==> src/rtl/mul_div_sequencer_if.sv <==
// rtl/mul_div_sequencer_if.sv - divider request/response handshake between sequencer and divider
interface mul_div_sequencer_if;
    logic        div_request_valid;
    logic        div_request_ready;
    logic        div_result_valid;
    logic [31:0] div_quotient;
    logic [31:0] div_remainder;
    logic        div_abort;

    // sequencer side
    modport master (
        output div_request_valid,
        output div_abort,
        input  div_request_ready,
        input  div_result_valid,
        input  div_quotient,
        input  div_remainder
    );

    // divider side
    modport slave (
        input  div_request_valid,
        input  div_abort,
        output div_request_ready,
        output div_result_valid,
        output div_quotient,
        output div_remainder
    );
endinterface

==> src/rtl/mul_div_sequencer.sv <==
// rtl/mul_div_sequencer.sv - EX-stage mul/div sequencer holding architectural HI/LO
module mul_div_sequencer #(
    parameter int MUL_LATENCY = 2
) (
    input  logic                       clock,
    input  logic                       reset_n,
    input  logic                       op_valid,
    input  logic                       op_is_divide,
    input  logic                       pipe_advance,
    input  logic                       flush,
    input  logic [63:0]                mul_result,
    mul_div_sequencer_if.master        div_bus,
    input  logic                       move_write_high,
    input  logic                       move_write_low,
    input  logic [31:0]                move_data,
    output logic                       op_ready_go,
    output logic                       busy,
    output logic [31:0]                high_value,
    output logic [31:0]                low_value
);

    typedef enum logic [2:0] {
        IDLE,
        MUL_WAIT,
        DIV_REQ,
        DIV_WAIT,
        DONE
    } state_t;

    // Counter starts at latency-1 so the capture lands exactly MUL_LATENCY cycles after acceptance
    localparam logic [2:0] COUNT_INIT = 3'(MUL_LATENCY - 1);

    state_t      state;
    state_t      state_next;
    logic [2:0]  count;
    logic [2:0]  count_next;
    logic [63:0] result_buf;
    logic [63:0] result_next;
    logic        commit;
    logic        abort_next;
    logic        div_abort_q;
    logic [31:0] high_q;
    logic [31:0] low_q;

    // Next-state, counter and result-buffer selection; flush overrides every other transition
    always_comb begin
        state_next  = state;
        count_next  = count;
        result_next = result_buf;
        commit      = 1'b0;
        abort_next  = 1'b0;
        case (state)
            IDLE: begin
                if (op_valid && !flush) begin
                    if (op_is_divide) begin
                        state_next = DIV_REQ;
                    end else begin
                        state_next = MUL_WAIT;
                        count_next = COUNT_INIT;
                    end
                end
            end
            MUL_WAIT: begin
                if (count == 3'd0) begin
                    result_next = mul_result;
                    state_next  = DONE;
                end else begin
                    count_next = count - 3'd1;
                end
            end
            DIV_REQ: begin
                if (div_bus.div_request_ready) begin
                    if (div_bus.div_result_valid) begin
                        result_next = {div_bus.div_remainder, div_bus.div_quotient};
                        state_next  = DONE;
                    end else begin
                        state_next = DIV_WAIT;
                    end
                end
            end
            DIV_WAIT: begin
                if (div_bus.div_result_valid) begin
                    result_next = {div_bus.div_remainder, div_bus.div_quotient};
                    state_next  = DONE;
                end
            end
            DONE: begin
                if (pipe_advance) begin
                    commit     = 1'b1;
                    state_next = IDLE;
                end
            end
            default: state_next = IDLE;
        endcase
        if (flush && state != IDLE) begin
            state_next  = IDLE;
            count_next  = count;
            result_next = result_buf;
            commit      = 1'b0;
            abort_next  = (state == DIV_REQ) || (state == DIV_WAIT);
        end
    end

    // Sequencer state, latency counter, result buffer and registered abort pulse
    always_ff @(posedge clock or negedge reset_n) begin
        if (!reset_n) begin
            state       <= IDLE;
            count       <= 3'd0;
            result_buf  <= 64'd0;
            div_abort_q <= 1'b0;
        end else begin
            state       <= state_next;
            count       <= count_next;
            result_buf  <= result_next;
            div_abort_q <= abort_next;
        end
    end

    // HI/LO update: a move is the younger instruction, so it beats a same-register commit
    always_ff @(posedge clock or negedge reset_n) begin
        if (!reset_n) begin
            high_q <= 32'd0;
            low_q  <= 32'd0;
        end else begin
            if (move_write_high) begin
                high_q <= move_data;
            end else if (commit) begin
                high_q <= result_buf[63:32];
            end
            if (move_write_low) begin
                low_q <= move_data;
            end else if (commit) begin
                low_q <= result_buf[31:0];
            end
        end
    end

    assign op_ready_go               = (state == DONE);
    assign busy                      = (state != IDLE);
    assign div_bus.div_request_valid = (state == DIV_REQ);
    assign div_bus.div_abort         = div_abort_q;
    assign high_value                = high_q;
    assign low_value                 = low_q;

endmodule

==> src/flat_wrapper.sv <==
// flat-port wrapper written by rule: the top's interface ports become plain ports
module mul_div_sequencer_flat 
#(
    parameter int MUL_LATENCY = 2
)
  (clock, reset_n, op_valid, op_is_divide, pipe_advance, flush, mul_result, move_write_high, move_write_low, move_data, op_ready_go, busy, high_value, low_value, div_bus_div_request_valid, div_bus_div_abort, div_bus_div_request_ready, div_bus_div_result_valid, div_bus_div_quotient, div_bus_div_remainder);
  mul_div_sequencer_if div_bus_i ();
  input  logic clock;
  input  logic reset_n;
  input  logic op_valid;
  input  logic op_is_divide;
  input  logic pipe_advance;
  input  logic flush;
  input  logic [63:0] mul_result;
  input  logic move_write_high;
  input  logic move_write_low;
  input  logic [31:0] move_data;
  output logic op_ready_go;
  output logic busy;
  output logic [31:0] high_value;
  output logic [31:0] low_value;
  output wire logic [$bits(div_bus_i.div_request_valid)-1:0] div_bus_div_request_valid;
  output wire logic [$bits(div_bus_i.div_abort)-1:0] div_bus_div_abort;
  input wire logic [$bits(div_bus_i.div_request_ready)-1:0] div_bus_div_request_ready;
  input wire logic [$bits(div_bus_i.div_result_valid)-1:0] div_bus_div_result_valid;
  input wire logic [$bits(div_bus_i.div_quotient)-1:0] div_bus_div_quotient;
  input wire logic [$bits(div_bus_i.div_remainder)-1:0] div_bus_div_remainder;
  assign div_bus_div_request_valid = div_bus_i.div_request_valid;
  assign div_bus_div_abort = div_bus_i.div_abort;
  assign div_bus_i.div_request_ready = div_bus_div_request_ready;
  assign div_bus_i.div_result_valid = div_bus_div_result_valid;
  assign div_bus_i.div_quotient = div_bus_div_quotient;
  assign div_bus_i.div_remainder = div_bus_div_remainder;
  mul_div_sequencer #(.MUL_LATENCY(MUL_LATENCY)) u_core (.clock(clock), .reset_n(reset_n), .op_valid(op_valid), .op_is_divide(op_is_divide), .pipe_advance(pipe_advance), .flush(flush), .mul_result(mul_result), .div_bus(div_bus_i), .move_write_high(move_write_high), .move_write_low(move_write_low), .move_data(move_data), .op_ready_go(op_ready_go), .busy(busy), .high_value(high_value), .low_value(low_value));
endmodule
==> config.mk <==
export PLATFORM = sky130hd
export DESIGN_NAME = mul_div_sequencer_flat
export DESIGN_NICKNAME = d
export VERILOG_FILES = /design/src/rtl/mul_div_sequencer_if.sv /design/src/rtl/mul_div_sequencer.sv /design/src/flat_wrapper.sv
export SDC_FILE = /design/constraint.sdc
export NUM_CORES = 1
export LEC_CHECK = 0
export ABC_AREA = 1
export CORE_ASPECT_RATIO = 0.5
export CORE_MARGIN = 2
export CORE_UTILIZATION = 38
export CTS_BUF_LIST = sky130_fd_sc_hd__clkbuf_8
export CTS_CLUSTER_DIAMETER = 40
export DETAILED_ROUTE_END_ITERATION = 8
export GPL_ROUTABILITY_DRIVEN = 0
export HOLD_SLACK_MARGIN = 0.12
export PLACE_DENSITY = 0.81
export SYNTH_ARGS = -nofsm -noshare
export SYNTH_HDL_FRONTEND = slang
export SYNTH_SLANG_ARGS = --single-unit
export TNS_END_PERCENT = 50
==> constraint.sdc <==
create_clock -name clock -period 3.9 [get_ports clock]
set_input_delay 0.78 -clock clock [delete_from_list [all_inputs] [get_ports clock]]
set_output_delay 0.78 -clock clock [all_outputs]
set_load 0.01 [all_outputs]
# Yosys cells after proc, flatten, opt, wreduce, memory -nomap -nowiden
# Index checks and enable logic that the tools add are counted.
# word_totals
ff_bits	135
latch_bits	0
ram_bits	0
mem_bits_ro	0
in_bits	170
output_inout_bits	68
word_cells	61
n_memories	0
# classes
n_addsub	1
n_mul	0
div_mod_pow	0
order_cmp	0
eq_ne	14
n_shift	0
mux	25
bitwise_logic	1
reduce_logical	14
# ops
cell	count
$mux W64	3
$pmux W64 S3	1
$mux W32	4
$mux W3	10
$pmux W3 S5	1
$reduce_and A5 Y1	2
$ne A3 B1 Y1 const B	3
$eq A3 B2 Y1 const B	2
$logic_not A3 Y1	2
$ne A2 B1 Y1 const B	3
$ne A3 B2 Y1 const B	2
$pmux W3 S2	1
$reduce_bool A2 Y1	3
$reduce_bool A3 Y1	2
$mux W1	4
$ne A2 B2 Y1 const B	2
$reduce_and A4 Y1	1
$eq A3 B1 Y1 const B	1
$eq A3 B3 Y1 const B	1
$sub A3 B1 Y3 const B	1
$logic_and A1 B1 Y1	2
$mux W2	1
$logic_not A1 Y1	1
$logic_or A1 B1 Y1	1
$not A1 Y1	1

# Depth between registers and ports, before layout
# Gate-level depths: netlist (run 1).
# logic_depth
word_depth	5
depth_mapped	11

# Worst setup path before layout (run 1)
# No wires, ideal clock.
# synth_timing
kind	in2reg
start	input move_write_high
end	register u_core.high_q[10] (netlist: u_core.high_value[10])
arrival_time_ns	1.586
t_required_ns	3.774
path_slack_ns	2.188
cell_stages	6
n_path_buf	2
path_cell_list	inv_1 -> clkbuf_1 -> buf_1 -> nand2_1 -> o21ai_0 -> a21oi_1
# synth_via
elab_chain_len	1
# synth_rtl
item	line	text
start, declared	flat_wrapper.sv:15	input logic move_write_high;
$mux W32 / $reduce_bool A2 Y1 (equally long branches)	n/a	
end signal, assigned	mul_div_sequencer.sv:126	high_q <= move_data;
end signal, assigned	mul_div_sequencer.sv:128	high_q <= result_buf[63:32];
end, declared	mul_div_sequencer.sv:42	logic [31:0] high_q;
# Parallel ways exist; a longest one is shown, timed or not.
# A chain may end at the register's enable or synchronous reset.

# Worst setup path after layout (run 1)
# layout_timing
start	register u_core.state[2]
end	output div_bus_div_request_valid
# layout_via
elab_chain_len	1
# layout_rtl
item	line	text
start, declared	mul_div_sequencer.sv:33	state_t state;
start signal, assigned	mul_div_sequencer.sv:112	state <= state_next;
$eq A3 B2 Y1	mul_div_sequencer.sv:140	assign div_bus.div_request_valid = (state == DIV_REQ);
end, declared	flat_wrapper.sv:22	output wire logic [$bits(div_bus_i.div_request_valid)-1:0] div_bus_div_request_valid;
# Every way passes these cells.

==> metrics.md, run 1 <==
| Metric | Value |
|---|---|
| Slowest CP cell | clkdlybuf4s50_1 |
| Port buffer count | 237 |
| Sw Pwr | 2.22 mW |
| Average size of a mapped cell | 7.39 um^2 |
| Post-synthesis sequential area ratio | 50.9% |
| Endpoints failing setup | 0 |
| Sum of buffers and inverters on the critical path | 2 |
| CP max stage delay | 580 ps |
| RSZ-0062 raised after global routing | no |
| Max Clock Freq | 376 MHz |
| Critical-path cell list | inv_2 -> nand2_2 -> nor2_1 -> clkdlybuf4s50_1 |
| Post-Synth XOR/XNOR Area | 0% |
| Required time of the critical path | 3120 ps |
| Gate power share | 41.9% |
| Synth Area in Compound Gates | 15.0% |
| DRC viols | 0 |
| Pleak | 4.44 nW |
| Post-synthesis adder-cell area fraction | 0.377% |
| Final Non-Filler Cells | 1359 |
| Die Ht | 97.5 um |
| P per Cell Area | 603 nW/um^2 |
| Routed WL | 19200 um |
| Gate Count Post-Synth | 899 |
| Remaining Overflow, GRT | 0 |
| Max_slew headroom | 52.9% |
| Post-CTS Setup Repair Bufs | 0 |
| Dpl cells | 1327 |
| Vias in the first global route | 6144 |
| Synth top area share | 50.9% |
| Area Growth Syn to Fin | 43.7% |
| Cell taking the most area after synthesis | dfrtp_1 |
| Setup crit start | u_core.state[2] |
| Die ar. | 18600 um^2 |
| Synth warnings | 0 |
| Final hold violations | 0 |
| Number of placed I/O pins | 238 |
| Detailed Route Iter0 Violations | 494 |
| CP arrival | 1880 ps |
| Worst min-delay path class | in -> async |
| Routed len/inst | 14.1 um |
| Post-CTS Resized | 0 |
| Switching share of power | 38.6% |
| # diodes | 0 |
| Gr usage total | 21.2% |
| Hold_buf cts | 0 |
| Min Tclk post-route | 2660 ps |
| Core area | 17200 um^2 |
| Mapped Nets | 1071 |
| Initial Util | 38.5% |
| Crit share post-route | 68.2% |
| Root Buffer | clkbuf_8 |
| First-pass GRT wire length | 31000 um |
| Area contributors post-synth | dfrtp_1, nand2_1, a21oi_1 |
| Longest Clk Path Bufs | 2 |
| CP Launch Type | register |
| Post-route clock skew | 12.3 ps |
| P_int | 3.54 mW |
| Clk slew on worst S/H paths | 90 ps |
| Vias/cell | 4.72 |
| Post-synthesis simple-gate area fraction | 24.8% |
| Largest family of logic cells by synthesized area | simple AND/OR/NAND/NOR gates |
| Commonest non-fill, non-tap cell in the layout | nand2_1 |
| Worst path top cell family by delay | buffers and inverters |
| Status | finished, final reports clean |
| Worst-Margin Slew | 704 ps |
| Via Count | 6416 |
| Distinct cells, synth | 21 |
| Post-Route Utilization | 55.4% |
| Max-slew violations | 0 |
| Clk pwr share | 21.2% |
| Die X | 191 um |
| Clk_lat worst skew | 430 ps |
| Max H-tree Level | 4 |
| Max Cap Violations | 0 |
| CP endpoint kind | primary output |
| Std-Cell Rows | 34 |
| Final Net Count | 1284 |
| Register bit total from synthesis | 135 |
| Initial antenna violation count | 0 |
| Part of the power in registers | 37.0% |
| Crit Path Class | reg -> out |
| CTS tree | yes |
| DP HPWL | 14000 um |
| Max VDD drop | 0.360 mV |
| Post-route ant nets | 0 |
| Most frequent cells in the layout | nand2_1, clkdlybuf4s50_1, dfrtp_1 |
| Crit path max fanout | 5 |
| Synthesized area | 6640 um^2 |
| Layout cells sized above 1 | 5.24% |
| Post-synthesis mux area share | 0% |
| Total clock sinks | 135 |
| Largest net degree at the start of global routing | 76 |
| Initial DRT Pass Iterations | 5 |
| RR Startpoint | u_core.count[0] |
| CTS Buf Count | 17 |
| TNS Setup | 0 ps |
-- per-layer routing --
layer / wire (um) / part of all wire, % / vias to the layer above / global-route usage, %
met5: 0 / 0 / - / 0
met4: 529 / 2.8 / 0 / 7.57
met3: 805 / 4.2 / 43 / 4.37
met2: 9450 / 49 / 159 / 36.1
met1: 8440 / 44 / 2973 / 26.6
li1: - / - / 3241 / -
-- layout make-up --
class	instances	area [um^2]
clock buffer	17	234
clock inverter	15	180
fill	1557	7680
inverter	82	308
multi-input combinational	628	2680
sequential	135	3380
tap	234	293
timing repair buffer	248	2470
-- power groups by stage --
| stage | sequential (mW) | clock, mW | combinational (mW) |
|---|---|---|---|
| after floorplan | 2.20 | 0 | 1.43 |
| after global placement | 2.14 | 0 | 2.34 |
| after detailed placement | 2.16 | 0 | 2.42 |
| after CTS | 2.13 | 1.24 | 2.43 |
| after global routing | 2.19 | 1.31 | 2.72 |
| final | 2.13 | 1.22 | 2.41 |
-- logic make-up (layout without fill, tap and decap cells) --
logic type	count (synthesis)	count (layout)
DFF	135	135
buffers and inverters	136	362
and+or+nand+nor	428	428
adders and majority gates	2	2
AOI/OAI and AO/OA	198	198
-- Yosys cell counts --
| cell type | instances |
|---|---|
| nand4_1 | 1 |
| nor2_2 | 3 |
| o21ai_1 | 64 |
| nand3_2 | 1 |
| nor3_2 | 1 |
| o21ai_0 | 66 |
| o21bai_1 | 1 |
| clkbuf_1 | 10 |
| a21oi_1 | 66 |
| nand2_1 | 341 |
| nand2_2 | 4 |
| inv_2 | 2 |
| ha_1 | 2 |
| buf_2 | 25 |
| buf_1 | 5 |
| nor2_1 | 70 |
| nand3_1 | 7 |
| o22ai_1 | 1 |
| buf_4 | 14 |
| dfrtp_1 | 135 |
| inv_1 | 80 |
-- worst register-to-register path: cells and delay by family (launching register included) --
family | cells | cell delay (ps)
flip-flops | 1 | 400
buffers and inverters | 3 | 650
AO/OA/AOI/OAI | 1 | 110
adder cells (fa/ha/maj) | 2 | 340
AND/OR/NAND/NOR | 4 | 550
-- flip-flops by register name, summed over array words and instances (netlist names) --
signal,cells
u_core.low_value,32
u_core.div_bus.div_abort,1
u_core.state,3
u_core.result_buf,64
u_core.high_value,32
u_core.count,3
-- per-stage QoR --
step	power, mW	setup slack (ps)	instance area [um^2]	hold slack [ps]
floorplan	3.63	2190	6640	442
global placement	4.48	1300	9130	454
detailed placement	4.57	1230	9130	467
CTS	5.80	1220	9540	310
global route	6.22	1100	9540	320
finish	5.76	1240	9540	291
-- path summary, 6_finish.rpt --
path                                             end  slack (ps)  cells after the start
hold reg to reg                      u_core.count[1]         490                      2
setup / recovery           div_bus_div_request_valid        1240                      4
min in group clock                   u_core.count[1]         490                      2
max in group asynchronous      u_core.result_buf[51]        2770                      2
hold / removal                       u_core.state[0]         290                      1
setup reg to reg               u_core.result_buf[11]        1780                     10
Note: power is estimated with default switching activity, not from simulation.
==> run 2: changes to the inputs <==
PLACE_DENSITY = 0.83   (was 0.81)
clock period = 2.2 ns   (was 3.9 ns; I/O delays follow)
==> run 2 against run 1 <==
Critical path depth fell by 2; sequential share of layout area barely moved; cell count barely moved; largest cell class unchanged.
==> metrics.md, run 2 (synthesis gave the netlist of run 1 again) <==
| Metric | Value |
|---|---|
| Max H-tree Level | 4 (unchanged) |
| Detailed Route Iter0 Violations | 371 (-25%) |
| Via Count | 6423 (+0.11%) |
| Fin worst setup slack | 86.3 ps (-1160 ps) |
| Std-Cell Rows | 34 (unchanged) |
| CP endpoint kind | primary output |
| CP Launch Type | register |
| Final hold violations | 0 (unchanged) |
| Part of the power in registers | 38.3% (+1.3 points) |
| Status | finished, final reports clean |
| Hold path start | u_core.count[1] |
| Port buffer count | 237 (unchanged) |
| Core area | 17200 um^2 (unchanged) |
| Total clock sinks | 135 (unchanged) |
| Vias in the first global route | 6348 (+3.3%) |
| Initial antenna violation count | 0 (unchanged) |
| Setup crit start | u_core.state[0] |
| Critical-path cell list | nor3_2 -> clkdlybuf4s50_1 |
| First-pass GRT wire length | 30900 um (-0.42%) |
| Post-route clock skew | 11.3 ps (-1.00 ps) |
| Biggest register | u_core.result_buf |
| Root Buffer | clkbuf_8 |
| Most frequent cells in the layout | nand2_1, clkdlybuf4s50_1, dfrtp_1 |
| Placed inst area | 9220 um^2 (+0.93%) |
| Routed len/inst | 14.1 um (-0.43%) |
| Layout cells sized above 1 | 5.15% (-0.093 points) |
| Die ar. | 18600 um^2 (unchanged) |
| Total power draw | 9.87 mW (+72%) |
| Max-slew violations | 0 (unchanged) |
| Post-Route Utilization | 55.4% (about the same) |
| Post-route ant nets | 0 (unchanged) |
| Max Clock Freq | 473 MHz |
| Clk_lat worst skew | 430 ps (about the same) |
| TNS Setup | 0 ps (unchanged) |
| RSZ-0062 raised after global routing | no |
| Endpoints failing setup | 0 (unchanged) |
| Crit Path Class | reg -> out |
| Clk slew on worst S/H paths | 80 ps (about the same) |
| RR Startpoint | u_core.count[0] |
| Commonest non-fill, non-tap cell in the layout | nand2_1 |
| Switching share of power | 38.1% (-0.44 points) |
| Initial Util | 38.5% (unchanged) |
| CTS tree | yes |
| Max_slew headroom | 55.2% (+2.3 points) |
| Final Non-Filler Cells | 1360 (+0.074%) |
| Remaining Overflow, GRT | 0 (unchanged) |
| Pre-CTS setup slack | 197 ps (-1030 ps) |
| Post-CTS Setup Repair Bufs | 0 (unchanged) |
| DRC viols | 0 (unchanged) |
| Vias/cell | 4.72 (about the same) |
| Gr usage total | 21.1% (-0.053 points) |
| Number of placed I/O pins | 238 (unchanged) |
| DP HPWL | 14200 um (+1.5%) |
| Clk pwr share | 18.1% (-3.1 points) |
| Worst min-delay path class | reg -> reg |
| Gate power share | 43.6% (+1.7 points) |
| CP max stage delay | 560 ps (-20 ps) |
| CP arrival | 1670 ps (-210 ps) |
| # diodes | 0 (unchanged) |
| Post-route cell area | 9550 um^2 (about the same) |
| Area Growth Syn to Fin | 43.8% (about the same) |
| Required time of the critical path | 1760 ps (-1360 ps) |
| Crit share post-route | 96.1% |
| Worst-Margin Slew | 672 ps (-31.7 ps) |
| Initial DRT Pass Iterations | 5 (unchanged) |
| P per Cell Area | 1030 nW/um^2 (+71%) |
| Longest Clk Path Bufs | 2 (unchanged) |
| Dpl cells | 1330 (+0.23%) |
| Largest net degree at the start of global routing | 101 (+33%) |
| Fin Hold WS | 485 ps (+194 ps) |
| Pleak | 4.44 nW (about the same) |
| Final Net Count | 1288 (+0.31%) |
| Largest register FFs | 64 (unchanged) |
| Crit path max fanout | 5 (unchanged) |
| P_int | 6.11 mW (+73%) |
| Slowest CP cell | clkdlybuf4s50_1 |
| Routed WL | 19200 um (-0.36%) |
| Sw Pwr | 3.77 mW (+70%) |
| Max VDD drop | 0.577 mV (+60%) |
| Die X | 191 um (unchanged) |
| Die Ht | 97.5 um (unchanged) |
| Max Cap Violations | 0 (unchanged) |
| Fillers | 1545 (-0.77%) |
| Min Tclk post-route | 2110 ps |
| CTS Buf Count | 17 (unchanged) |
-- run 2: changes by cell type in the layout (fill, tap and decap cells not counted), sizes merged --
cell | previous run | this run
dlygate4sd2 | 0 | 1
bufinv | 2 | 1
clkdlybuf4s50 | 236 | 235
clkinv | 3 | 8
inv | 91 | 82
buf | 12 | 15
dlygate4sd3 | 0 | 1
clkinvlp | 1 | 3
-- run 2: power by group through the flow --
stage | Clock (mW) | Combinational (mW) | Sequential, mW
floorplan | 0 | 2.54 | 3.89
global placement | 0 | 4.17 | 3.77
detailed placement | 0 | 4.33 | 3.83
CTS | 1.82 | 4.35 | 3.79
global route | 1.93 | 4.86 | 3.88
finish | 1.78 | 4.31 | 3.78
-- run 2: worst paths after layout --
check / cells past startpoint / slack [ps] / end
worst max-delay path: 2 / 90 / op_ready_go
worst min-delay path: 2 / 480 / u_core.count[1]
worst max register to register: 10 / 300 / u_core.result_buf[24]
worst min register to register: 2 / 480 / u_core.count[1]
max in group asynchronous: 3 / 970 / u_core.state[2]
min in group asynchronous: 2 / 510 / u_core.result_buf[28]
-- run 2: what timing repair did --
action / 4_1_cts / 5_1_grt
resized for setup: 2 / 0
endpoints found under the setup margin: 1 / 0
hold endpoints to repair: 41 / 0
hold buffers: 1 / 0
-- run 2: final cells by class --
class | instances | area (um^2) | area share (%)
sequential | 135 | 3380 | 35.4
multi-input combinational | 628 | 2680 | 28.1
timing repair buffer | 252 | 2560 | 26.8
inverter | 82 | 308 | 3.22
tap | 234 | 293 | 3.07
clock buffer | 17 | 234 | 2.45
clock inverter | 12 | 91.3 | 0.956
-- run 2: worst max-delay path: cells and delay by family (launching register included) --
| kind | cells | cell delay [ps] |
|---|---|---|
| flops | 1 | 450 |
| simple gates | 1 | 230 |
| buf+inv | 1 | 560 |
-- run 2: metal layers --
| layer | vias up | global-route usage [%] | part of all wire (%) | wire length (um) |
|---|---|---|---|---|
| met3 | 43 | 3.72 | 4.3 | 833 |
| met4 | 0 | 9.78 | 3.2 | 614 |
| li1 | 3232 | - | - | - |
| met1 | 2979 | 26.3 | 43 | 8250 |
| met5 | - | 0 | 0 | 0 |
| met2 | 169 | 35.8 | 49 | 9460 |
